### config.mk
export PLATFORM = sky130hd
export DESIGN_NAME = mvau_stream_out_ctrl
export DESIGN_NICKNAME = d
export VERILOG_FILES = /design/src/rtl/mvau_stream_out_ctrl_pkg.sv /design/src/rtl/mvau_sfifo.sv /design/src/rtl/mvau_stream_out_ctrl.sv
export SDC_FILE = /design/constraint.sdc
export NUM_CORES = 1
export LEC_CHECK = 0
export BUFFER_PORTS_ARGS = -buffer_cell sky130_fd_sc_hd__buf_4
export CAP_MARGIN = 20
export CELL_PAD_IN_SITES_DETAIL_PLACEMENT = 1
export CELL_PAD_IN_SITES_GLOBAL_PLACEMENT = 1
export CORE_MARGIN = 2
export CORE_UTILIZATION = 45
export DETAILED_ROUTE_END_ITERATION = 8
export PLACE_DENSITY_LB_ADDON = 0.1
export SLEW_MARGIN = 5
export SYNTH_ARGS = -nofsm -noshare
export SYNTH_HDL_FRONTEND = slang
export SYNTH_HIERARCHICAL = 1
export SYNTH_SLANG_ARGS = --single-unit
### constraint.sdc
create_clock -name clk -period 5.3 [get_ports clk]
set_input_delay 1.59 -clock clk [delete_from_list [all_inputs] [get_ports clk]]
set_output_delay 1.59 -clock clk [all_outputs]
set_load 0.005 [all_outputs]
### src/rtl/mvau_stream_out_ctrl_pkg.sv
// Shared definitions for the MVAU output-stream path: default word geometry,
// the output word type and the derived-width helper used for counter/pointer sizing.
package mvau_stream_out_ctrl_pkg;

    localparam int unsigned PE_DEF    = 2;
    localparam int unsigned TDSTI_DEF = 16;
    localparam int unsigned NF_DEF    = 4;
    localparam int unsigned DEPTH_DEF = 8;

    // Output word of the default configuration: PE_DEF lanes of TDSTI_DEF bits.
    typedef logic [TDSTI_DEF-1:0] acc_lane_t;
    typedef acc_lane_t [PE_DEF-1:0] acc_word_t;

    // Index width that never collapses to zero bits, so a counter over a
    // single-value range still has a legal declaration.
    function automatic int unsigned clog2_min1(input int unsigned n);
        return (n <= 1) ? 1 : $clog2(n);
    endfunction

endpackage

### src/rtl/mvau_sfifo.sv
// Generic synchronous FIFO with one-extra-bit pointers; the pointer MSB
// separates full from empty. Storage is not reset; read data is combinational.
module mvau_sfifo #(
    parameter int unsigned WIDTH = 32,
    parameter int unsigned DEPTH = 8
) (
    input  logic                       clk_i,
    input  logic                       rst_i,
    input  logic                       wr_en_i,
    input  logic [WIDTH-1:0]           wr_data_i,
    input  logic                       rd_en_i,
    output logic [WIDTH-1:0]           rd_data_o,
    output logic                       full_o,
    output logic                       empty_o,
    output logic [$clog2(DEPTH):0]     count_o
);
    localparam int unsigned DEPTH_T = $clog2(DEPTH);
    localparam logic [DEPTH_T:0] DEPTH_CNT = (DEPTH_T+1)'(DEPTH);

    logic [WIDTH-1:0] mem_q [DEPTH];
    logic [DEPTH_T:0] wr_ptr_q, wr_ptr_d;
    logic [DEPTH_T:0] rd_ptr_q, rd_ptr_d;

    always_comb begin
        wr_ptr_d = wr_ptr_q + {{DEPTH_T{1'b0}}, wr_en_i};
        rd_ptr_d = rd_ptr_q + {{DEPTH_T{1'b0}}, rd_en_i};
    end

    always_ff @(posedge clk_i) begin
        if (rst_i) begin
            wr_ptr_q <= '0;
            rd_ptr_q <= '0;
        end else begin
            wr_ptr_q <= wr_ptr_d;
            rd_ptr_q <= rd_ptr_d;
        end
    end

    always_ff @(posedge clk_i) begin
        if (wr_en_i) begin
            mem_q[wr_ptr_q[DEPTH_T-1:0]] <= wr_data_i;
        end
    end

    always_comb begin
        count_o   = wr_ptr_q - rd_ptr_q;
        full_o    = (count_o == DEPTH_CNT);
        empty_o   = (count_o == '0);
        rd_data_o = mem_q[rd_ptr_q[DEPTH_T-1:0]];
    end

endmodule

### src/rtl/mvau_stream_out_ctrl.sv
// Output-side control of the MVAU stream: buffers completed accumulator chunks,
// tags the last chunk of each vector and stalls upstream ahead of overflow.
module mvau_stream_out_ctrl
    import mvau_stream_out_ctrl_pkg::*;
#(
    parameter int unsigned PE       = PE_DEF,
    parameter int unsigned TDstI    = TDSTI_DEF,
    parameter int unsigned NF       = NF_DEF,
    parameter int unsigned DEPTH    = DEPTH_DEF,
    parameter int unsigned PIPE_LAT = 2,
    parameter int unsigned DEPTH_T  = $clog2(DEPTH),
    parameter int unsigned NF_T     = clog2_min1(NF)
) (
    input  logic                  clk,
    input  logic                  rst,
    input  logic                  acc_v,
    input  logic [PE*TDstI-1:0]   acc_data,
    input  logic                  out_rdy,
    output logic                  out_v,
    output logic [PE*TDstI-1:0]   out_data,
    output logic                  out_last,
    output logic                  stall,
    output logic                  ovf_err
);
    localparam int unsigned W = PE * TDstI;
    localparam logic [DEPTH_T:0] STALL_TH = (DEPTH_T+1)'(DEPTH - PIPE_LAT);

    logic             full;
    logic             empty;
    logic [DEPTH_T:0] count;
    logic             rd_fire;
    logic             wr_fire;
    logic             drop;
    logic             ovf_q, ovf_d;

    always_comb begin
        out_v   = ~empty;
        rd_fire = out_v & out_rdy;
        // A full FIFO still accepts a word when the same edge frees a slot.
        wr_fire = acc_v & (~full | rd_fire);
        drop    = acc_v & full & ~rd_fire;
        ovf_d   = ovf_q | drop;
        stall   = (count >= STALL_TH);
        ovf_err = ovf_q;
    end

    mvau_sfifo #(
        .WIDTH (W),
        .DEPTH (DEPTH)
    ) u_fifo (
        .clk_i     (clk),
        .rst_i     (rst),
        .wr_en_i   (wr_fire),
        .wr_data_i (acc_data),
        .rd_en_i   (rd_fire),
        .rd_data_o (out_data),
        .full_o    (full),
        .empty_o   (empty),
        .count_o   (count)
    );

    always_ff @(posedge clk) begin
        if (rst) begin
            ovf_q <= 1'b0;
        end else begin
            ovf_q <= ovf_d;
        end
    end

    generate
        if (NF > 1) begin : g_nf_cnt
            localparam logic [NF_T-1:0] NF_LAST = NF_T'(NF - 1);
            logic [NF_T-1:0] nf_cnt_q, nf_cnt_d;

            always_comb begin
                nf_cnt_d = nf_cnt_q;
                if (rd_fire) begin
                    nf_cnt_d = (nf_cnt_q == NF_LAST) ? '0 : nf_cnt_q + 1'b1;
                end
            end

            always_ff @(posedge clk) begin
                if (rst) begin
                    nf_cnt_q <= '0;
                end else begin
                    nf_cnt_q <= nf_cnt_d;
                end
            end

            assign out_last = out_v & (nf_cnt_q == NF_LAST);
        end else begin : g_nf_single
            assign out_last = out_v;
        end
    endgenerate

endmodule

# Word-level counts from Yosys, hierarchy flattened
# Memories as Yosys holds them, arrays and structs flattened. A register that Yosys moved wholly into a read port is not among the register bits.
# Cells that the tools add are included.
dict set report totals {
  regBits 11
  ramBits 256
  input_bits 36
  out_inout_bits 36
  elab_cells 27
  memories 1
}
# name words width rd rd_ports_with_merged_regs wr line
set memory_table {}
lappend memory_table {u_fifo.mem_q 8 32 1 1 1 mvau_sfifo.sv:20} ;# logic [WIDTH-1:0] mem_q [DEPTH];
dict set report op_classes {
  addsub 4
  n_lt_le_gt_ge 1
  n_eq_ne 2
  muxes 4
  bitwise_logic 10
  n_reduce_logical 1
}
# op n
set op_table {}
lappend op_table {{$add 4x1->4} 2}
lappend op_table {{$and 1x1->1} 5}
lappend op_table {{$eq 4x4->1 const B} 1}
lappend op_table {{$ge 4x3->1 const B} 1}
lappend op_table {{$logic_not 4->1} 1}
lappend op_table {{$sub 4x4->4} 1}
lappend op_table {{$mux 3} 1}
lappend op_table {{$not 1->1} 3}
lappend op_table {{$add 2x1->2 const B} 1}
lappend op_table {{$eq 2x2->1 const B} 1}
lappend op_table {{$mux 1} 2}
lappend op_table {{$mux 2} 1}
lappend op_table {{$or 1x1->1} 2}

# Longest topological paths before layout
# Gate-level depths: netlist (run 1).
dict set report depth {
  word_depth 8
  mapped_depth 13
  ltp_nobuf 13
}

# By module
# The synthesis (run 1) kept the hierarchy.
# module instances cells_each area_per_inst_um2 seq_area_each_um2
set modules_own_cells {}
lappend modules_own_cells {mvau_sfifo 1 495 10258.6 7847.5}
lappend modules_own_cells {mvau_stream_out_ctrl 1 18 157.7 60.1}

# Worst setup path before layout (run 1)
# Ideal clock, no wire load.
dict set report synth_timing {
  path_type {register to register}
  from {reg u_fifo.rd_ptr_q[1]}
  to {mem u_fifo.mem_q[1][0], enable pin}
  setup_ns 0.461
  t_arrival_ns 4.355
  required_time_ns 4.839
  path_slack_ns 0.484
  stages_incl_launch_ff 12
  n_path_buf 2
  synth_period_minus_slack_ns 4.816
  cell_sequence {dfxtp_1 > buf_2 > buf_2 > inv_1 > fa_1 > xor2_1 > or3_1 > a21oi_1 > nand2b_4 > a21boi_0 > nand2_1 > nor3_1}
}
dict set report synth_between {
  elab_chain_cells 8
  word_cells_on_any_way 10
  cone_classes {add/sub (1); eq/ne (1); mux (2); bitwise (5); reduce/logical (1)}
}
# item line
set synth_lines {}
lappend synth_lines {{from (decl)} mvau_sfifo.sv:22} ;# logic [DEPTH_T:0] rd_ptr_q, rd_ptr_d;
lappend synth_lines {{from (signal assigned)} mvau_sfifo.sv:35} ;# rd_ptr_q <= rd_ptr_d;
lappend synth_lines {{$sub 4x4->4} mvau_sfifo.sv:46} ;# count_o = wr_ptr_q - rd_ptr_q;
lappend synth_lines {{net count[2]} mvau_stream_out_ctrl.sv:30} ;# logic [DEPTH_T:0] count;
lappend synth_lines {{$logic_not 4->1} mvau_sfifo.sv:48} ;# empty_o = (count_o == '0);
lappend synth_lines {{net empty} mvau_stream_out_ctrl.sv:29} ;# logic empty;
lappend synth_lines {{$not 1->1} mvau_stream_out_ctrl.sv:37} ;# out_v = ~empty;
lappend synth_lines {{$and 1x1->1} mvau_stream_out_ctrl.sv:38} ;# rd_fire = out_v & out_rdy;
lappend synth_lines {{$or 1x1->1} mvau_stream_out_ctrl.sv:40} ;# wr_fire = acc_v & (~full | rd_fire);
lappend synth_lines {{$and 1x1->1} mvau_stream_out_ctrl.sv:40}
lappend synth_lines {{net wr_fire} mvau_stream_out_ctrl.sv:32} ;# logic wr_fire;
lappend synth_lines {{$mux 1} mvau_sfifo.sv:40} ;# if (wr_en_i) begin
lappend synth_lines {{$mux 1 (not written as such)} mvau_sfifo.sv:41} ;# mem_q[wr_ptr_q[DEPTH_T-1:0]] <= wr_data_i;
lappend synth_lines {{to (decl)} mvau_sfifo.sv:20}
# The timed path passes the listed nets, and every way through them passes these cells.

# Worst setup path in the final report (run 1)
dict set report layout_timing {
  from {reg u_fifo.wr_ptr_q[0]}
  to {out out_last}
}
dict set report layout_between {
  elab_chain_cells 4
}
# item line
set layout_lines {}
lappend layout_lines {{from (decl)} mvau_sfifo.sv:21} ;# logic [DEPTH_T:0] wr_ptr_q, wr_ptr_d;
lappend layout_lines {{from (signal assigned)} mvau_sfifo.sv:34} ;# wr_ptr_q <= wr_ptr_d;
lappend layout_lines {{$sub 4x4->4} mvau_sfifo.sv:46}
lappend layout_lines {{net count[1]} mvau_stream_out_ctrl.sv:30}
lappend layout_lines {{$logic_not 4->1} mvau_sfifo.sv:48}
lappend layout_lines {{net empty} mvau_stream_out_ctrl.sv:29}
lappend layout_lines {{$not 1->1} mvau_stream_out_ctrl.sv:37}
lappend layout_lines {{$and 1x1->1} mvau_stream_out_ctrl.sv:90} ;# assign out_last = out_v & (nf_cnt_q == NF_LAST);
lappend layout_lines {{to (decl)} mvau_stream_out_ctrl.sv:21} ;# output logic out_last,
# The timed path passes the listed nets, and every way through them passes these cells.

==> reports/qor.txt, run 1 <==
=================================================================================
Fin crit share                                                              0.799
Critical Path RT                                                          3.71 ns
Setup Total Neg Slack                                                        0 ns
Number of H-tree levels                                                         1
Largest cells by area after synthesis                                sky130_fd_sc_hd__edfxtp_1 74%, sky130_fd_sc_hd__mux4_1 8.6%, sky130_fd_sc_hd__mux4_2 6.5%
Antenna Cells                                                                   0
Result of the run                                                    finished, final reports clean
Worst min-delay path class                                           register to register
Cell accounting for the most synthesized area                        sky130_fd_sc_hd__edfxtp_1
Endpoint type of the worst setup path                                  output pin
CTS root buffer                                                      sky130_fd_sc_hd__clkbuf_16
Detailed placer's ending HPWL                                             12.0 mm
Total of buffers placed on input and output ports                              71
Ys async rst share                                                              0
Final Setup Violations                                                          0
Detailed Route WL                                                         21.4 mm
DIE AREA                                                                24400 µm²
DRC violation count after routing                                               0
Class of the most critical setup path                                register to output pin
Fmax                                                                      236 MHz
Number of nets still failing antenna checks after routing                       0
Total number of yosys warnings                                                  6
Mapped cell area                                                        10400 µm²
Most repeated cell in the gate-level netlist after synthesis         sky130_fd_sc_hd__edfxtp_1
Mean instance size in the synthesized netlist                            20.3 µm²
Post-synth cell types                                                          31
Number of placed instances with taps included                                 864
Flop and latch count out of synthesis                                         267
Setup slack at placement                                                  1.60 ns
Setup Buffers After CTS                                                         0
Worst IR Drop VDD                                                      0.000310 V
Standard-cell row count                                                        55
Worst setup margin                                                        1.07 ns
Cell count after synthesis                                                    513
First-pass DRT Iterations                                                       4
Max Buffers Root-to-Sink                                                        3
Die width                                                                  156 µm
Number of buffers inserted during clock tree synthesis                         29
Min cycle time layout                                                     4.23 ns
Critical path peak fanout                                                       3
Hold WS                                                                  0.489 ns
Relative area change from synthesis to final layout                         18.6%
Gp weighted congestion                                                      0.674
Slew @ Worst Pin                                                         0.962 ns
Top flip-flop cell by instance count after synthesis                 sky130_fd_sc_hd__edfxtp_1
Share of the synthesized area in the top cell type                          0.738
Top cells by instance count after synthesis                          256 x sky130_fd_sc_hd__edfxtp_1, 101 x sky130_fd_sc_hd__nand2_1, 34 x sky130_fd_sc_hd__mux4_1
Total via count in the routed design                                         5037
Routed wirelength normalized by instance count                            23.3 µm
First-pass GRT wire length                                                32.6 mm
Quantity of gates resized following cts                                         0
MaxCap Viol Count                                                               0
Setup repair after global routing missed its margin                         false
Post-synthesis sequential area ratio                                        0.759
Clock tree from TritonCTS                                                   built
Global-route usage over all layers                                          0.180
Vias in the first global route                                               5548
Initial cell density of the core                                            0.459
Worst-skew pair later-pin latency                                         0.55 ns
Pin count of the biggest net entering global routing                           67
Number of enable-type register cells in the synthesized netlist               256
Initial antenna violation count                                                 0
Leftover overflow at the end of global routing                                  0
Number of DRC markers after the initial detailed-route iteration              229
Ports placed on the boundary                                                   72
Power density cells                                                    492 nW/µm²
Leakage                                                                   4.27 nW
Normalized max-slew margin                                                  0.358
Std-Cell Core Area                                                      22700 µm²
Final Non-Filler Cells                                                        918
Final Hold Vio Count                                                            0
Final number of max-transition violations                                       0
Fraction of layout instances using a drive strength above 1                 0.273
Syn_nets                                                                      558
Net count, final                                                              655
Vias per cell                                                                5.49
Clk sink count                                                                267
Final clock skew                                                        0.0199 ns
Die extent in y                                                            156 µm
Number of hold-repair buffers added at the cts stage                            0
Critical path startpoint category                                        register
Clock slew seen by the registers of the worst setup and hold paths        0.06 ns
CP arrival                                                                2.64 ns
=================================================================================
## power breakdown
| part | internal [W] | switching (W) | leakage, nW | total, W |
|---|---|---|---|---|
| combinational | 0.000794 | 0.000735 | 1.39 | 0.00153 |
| clock | 0.00120 | 0.000792 | 0.464 | 0.00199 |
| sequential | 0.00251 | 0.0000534 | 2.42 | 0.00256 |
| total | 0.00450 | 0.00158 | 4.27 | 0.00608 |
## worst paths after layout
check                      from                   to  slack (ns)  depth (start not counted)
max          u_fifo/wr_ptr_q[0]             out_last        1.07                          8
min                     ovf_err              ovf_err        0.49                          2
max reg2reg  u_fifo/wr_ptr_q[0]  u_fifo/mem_q[3][13]        1.82                         12
min reg2reg             ovf_err              ovf_err        0.49                          2
## registers in the layout, summed over array words and instances (netlist names)
signal and count:
g_nf_cnt.nf_cnt_q 2, ovf_err 1, u_fifo/mem_q 256, u_fifo/rd_ptr_q 4, u_fifo/wr_ptr_q 4
## critical path: stages (launching register included)
cell and delay, ns:
sky130_fd_sc_hd__dfxtp_1 0.35, sky130_fd_sc_hd__inv_1 0.07, sky130_fd_sc_hd__ha_1 0.20, sky130_fd_sc_hd__inv_1 0.07, sky130_fd_sc_hd__fa_1 0.42, sky130_fd_sc_hd__or3_1 0.37
sky130_fd_sc_hd__a21oi_1 0.25, sky130_fd_sc_hd__and2b_2 0.25, sky130_fd_sc_hd__buf_4 0.13
## metal layers
layer	up-vias	track usage	routed length, µm
met4	0	0.0472	421
met5	-	0	0
met3	36	0.0317	876
met1	2644	0.235	9230
li1	2247	-	-
met2	110	0.316	10900
## logic make-up after synthesis
kind of cell               Yosys count  share of synthesized area
buffers and inverters               28                     0.0165
xor gates and xnor gates             6                    0.00505
DFF                                267                      0.759
adders and majority gates            9                     0.0115
muxes                               65                      0.152
and+or+nand+nor                    131                     0.0520
AOI/OAI and AO/OA                    7                    0.00420
## placed cells by master (no fill, tap or decap), drive strengths merged, types with 7 or more instances in the layout
cell    count
buf        87
clkbuf     41
clkinv      9
dfxtp      11
edfxtp    256
ha          8
inv         7
mux4       64
nand2     101
nor2       13
## final cells by class
cell class	count	area (µm²)
Fill cell	2021	10400
Sequential cell	267	7920
Multi-Input combinational cell	218	2390
Clock buffer	41	801
Timing Repair Buffer	87	703
Tap cell	285	357
Clock inverter	13	154
Inverter	7	26.3
## metrics by stage
step / utilization / instance area, µm² / total power, W
2_1_floorplan: - / 10400 / 0.00359
5_1_grt: 0.544 / 12300 / 0.00636
6_report: 0.544 / 12300 / 0.00608
3_5_place_dp: 0.502 / 11400 / 0.00417
4_1_cts: 0.544 / 12300 / 0.00617
3_3_place_gp: 0.502 / 11400 / 0.00413
No activity file was read; power rests on OpenSTA's default activity.
==> run 2: changes to the inputs <==
clock period = 4.1 ns   (was 5.3 ns; I/O delays follow)
==> run 2 against run 1 <==
  * Register-to-register slack got worse by 0.98 ns
  * Clock skew rose by 0.0015 ns
  * Sequential power rose by 29%
  * Via count fell by 0.26%
  * Combinational power rose by 30%
  * Non-clock buffer count rose by 2
  * Critical path depth did not move
  * Hold slack got worse by 0.016 ns
  * Global-route usage fell by 0.43 points
  * Count of clock-buffer cells in the layout fell by 7
==> reports/qor.txt, run 2 (same netlist as run 1, synthesis figures left out) <==
=================================================================================
Filler cell count                                                            2051   +1.5%
Most Used Layer, Global Route                                                met2
Multi-input gate area                                                    2400 µm²   +0.52%
Detailed placer's ending HPWL                                             11.6 mm   -2.6%
Final std cell area, no fill                                            12200 µm²   -0.84%
Result of the run                                                    finished, final reports clean
Number of hold-repair buffers added at the cts stage                            0   unchanged
Number of DRC markers after the initial detailed-route iteration              258   +13%
Net count, final                                                              656   +0.15%
CP arrival                                                                2.60 ns   -0.04 ns
Class of the most critical setup path                                register to output pin
Final Non-Filler Cells                                                        918   unchanged
Initial antenna violation count                                                 0   unchanged
Max Buffers Root-to-Sink                                                        3   unchanged
Critical path startpoint category                                        register
DIE AREA                                                                24400 µm²   unchanged
Number of nets still failing antenna checks after routing                       0   unchanged
Commonest non-fill, non-tap cell in the layout                       sky130_fd_sc_hd__edfxtp_1
Cell at the slowest stage of the critical path                       sky130_fd_sc_hd__fa_1
Core occupancy in the finished layout                                       0.539   -0.00457
Worst setup path start                                               u_fifo/wr_ptr_q[0]
Quantity of gates resized following cts                                         0   unchanged
CTS root buffer                                                      sky130_fd_sc_hd__clkbuf_16
Fin crit share                                                              0.935
Setup repair after global routing missed its margin                         false
Normalized max-slew margin                                                  0.347   -0.0118
Final clock skew                                                        0.0214 ns   +0.00149 ns
Ports placed on the boundary                                                   72   unchanged
Met2 layer usage reported by global route                                   0.309   -0.00716
MaxCap Viol Count                                                               0   unchanged
Critical Path RT                                                          2.87 ns   -0.84 ns
Area of all sequential standard cells                                    7920 µm²   unchanged
Std-Cell Core Area                                                      22700 µm²   unchanged
Number of H-tree levels                                                         1   unchanged
Highest-count cells in the layout ignoring fill and taps             256 x sky130_fd_sc_hd__edfxtp_1, 101 x sky130_fd_sc_hd__nand2_1, 85 x sky130_fd_sc_hd__buf_4, 34 x sky130_fd_sc_hd__mux4_1, 30 x sky130_fd_sc_hd__mux4_2
Clock tree from TritonCTS                                                   built
Vias in the first global route                                               5481   -1.2%
RR Startpoint                                                        u_fifo/wr_ptr_q[2]
Critical path peak fanout                                                       3   unchanged
Antenna Cells                                                                   0   unchanged
Final number of max-transition violations                                       0   unchanged
Combined buffer and inverter count along the critical path                      3   unchanged
Relative area change from synthesis to final layout                         17.6%
Delay of the slowest critical-path stage                                  0.42 ns   about the same
Detailed Route WL                                                         20.6 mm   -3.9%
DRC violation count after routing                                               0   unchanged
Setup Total Neg Slack                                                        0 ns   unchanged
Fmax                                                                      261 MHz
Series of cell instances along the critical path                     inv_1, ha_1, inv_1, fa_1, or3_1, a21oi_1, and2b_2, buf_4
Setup Buffers After CTS                                                         0   unchanged
Number of flip-flops in the largest register                                  256   unchanged
Worst-skew pair later-pin latency                                         0.54 ns   about the same
Global-route usage over all layers                                          0.176   -0.00430
Die extent in y                                                            156 µm   unchanged
Number of placed instances with taps included                                 866   +0.23%
Routed wirelength normalized by instance count                            22.4 µm   -3.9%
Clock slew seen by the registers of the worst setup and hold paths        0.06 ns   about the same
Slew @ Worst Pin                                                         0.980 ns   +0.0178 ns
Clk sink count                                                                267   unchanged
Final Setup Violations                                                          0   unchanged
First-pass DRT Iterations                                                       4   unchanged
Fraction of layout instances using a drive strength above 1                 0.273   unchanged
Vias per cell                                                                5.47   -0.26%
Endpoint type of the worst setup path                                  output pin
Post-place instance area                                                11400 µm²   +0.24%
Met1 global-route usage                                                     0.235   about the same
Worst IR Drop VDD                                                      0.000356 V   +15%
Initial cell density of the core                                            0.459   unchanged
Number of buffers inserted during clock tree synthesis                         28   -3.4%
Met3 layer usage reported by global route                                  0.0258   -0.00583
Die width                                                                  156 µm   unchanged
Gp weighted congestion                                                      0.693   +2.7%
Hold path startpoint                                                 g_nf_cnt.nf_cnt_q[1]
Leftover overflow at the end of global routing                                  0   unchanged
Leakage                                                                   4.23 nW   -1.0%
Total of buffers placed on input and output ports                              71   unchanged
Power density cells                                                    616 nW/µm²   +25%
Hold WS                                                                  0.473 ns   -0.0160 ns
First-pass GRT wire length                                                32.3 mm   -0.97%
Standard-cell row count                                                        55   unchanged
Final Hold Vio Count                                                            0   unchanged
Worst min-delay path class                                           register to register
Most prevalent standard cell on the critical path                    sky130_fd_sc_hd__inv_1
Min cycle time layout                                                     3.83 ns
Pin count of the biggest net entering global routing                           67   unchanged
Total via count in the routed design                                         5024   -0.26%
Family with the most delay on the worst path                          adder cells
=================================================================================
## run 2: changes by cell type in the layout (fill, tap and decap cells not counted), moves of 2 or more
cell | before | now
sky130_fd_sc_hd__clkinv_2 | 4 | 10
sky130_fd_sc_hd__bufinv_16 | 3 | 0
sky130_fd_sc_hd__clkbuf_1 | 9 | 6
sky130_fd_sc_hd__clkbuf_8 | 3 | 0
sky130_fd_sc_hd__buf_4 | 83 | 85
sky130_fd_sc_hd__clkinv_1 | 4 | 6
sky130_fd_sc_hd__nor3_2 | 2 | 0
sky130_fd_sc_hd__nor3_4 | 0 | 2
## run 2: worst paths after layout
check,end,slack (ns),cells past startpoint
max,out_last,0.27,8
min,g_nf_cnt.nf_cnt_q[1],0.47,2
max reg2reg,u_fifo/mem_q[0][9],0.84,9
min reg2reg,g_nf_cnt.nf_cnt_q[1],0.47,2
## run 2: worst reg2reg max path, delay by kind of cell, from the launching register on
| family | cells | cell delay (ns) |
|---|---|---|
| and+or+nand+nor | 3 | 0.73 |
| buffers and inverters | 1 | 0.39 |
| DFF | 1 | 0.56 |
| adders and majority gates | 1 | 0.34 |
| AOI/OAI and AO/OA | 4 | 0.89 |
## run 2: layout make-up
class                           count  area share
Clock buffer                       34      0.0591
Clock inverter                     18     0.00817
Inverter                            7     0.00215
Multi-Input combinational cell    218       0.196
Sequential cell                   267       0.646
Tap cell                          285      0.0291
Timing Repair Buffer               89      0.0586
## run 2: metal layers
layer  vias to the layer above  wire, µm
li1                       2254         -
met1                      2641      9110
met2                        95     10400
met3                        34       622
met4                         0       440
met5                         -         0
## run 2: power by group
| group | total [W] | switching [W] | internal [W] |
|---|---|---|---|
| registers | 0.00330 | 0.0000638 | 0.00324 |
| logic | 0.00199 | 0.000948 | 0.00104 |
| clock network | 0.00226 | 0.00100 | 0.00126 |
| total | 0.00755 | 0.00201 | 0.00554 |
## run 2: metrics by stage
stage,power [W],setup WS [ns]
after floorplan,0.00464,0.139
final,0.00755,0.269
after global routing,0.00793,0.0824
after detailed placement,0.00540,0.801
after global placement,0.00536,0.830
after CTS,0.00767,0.228
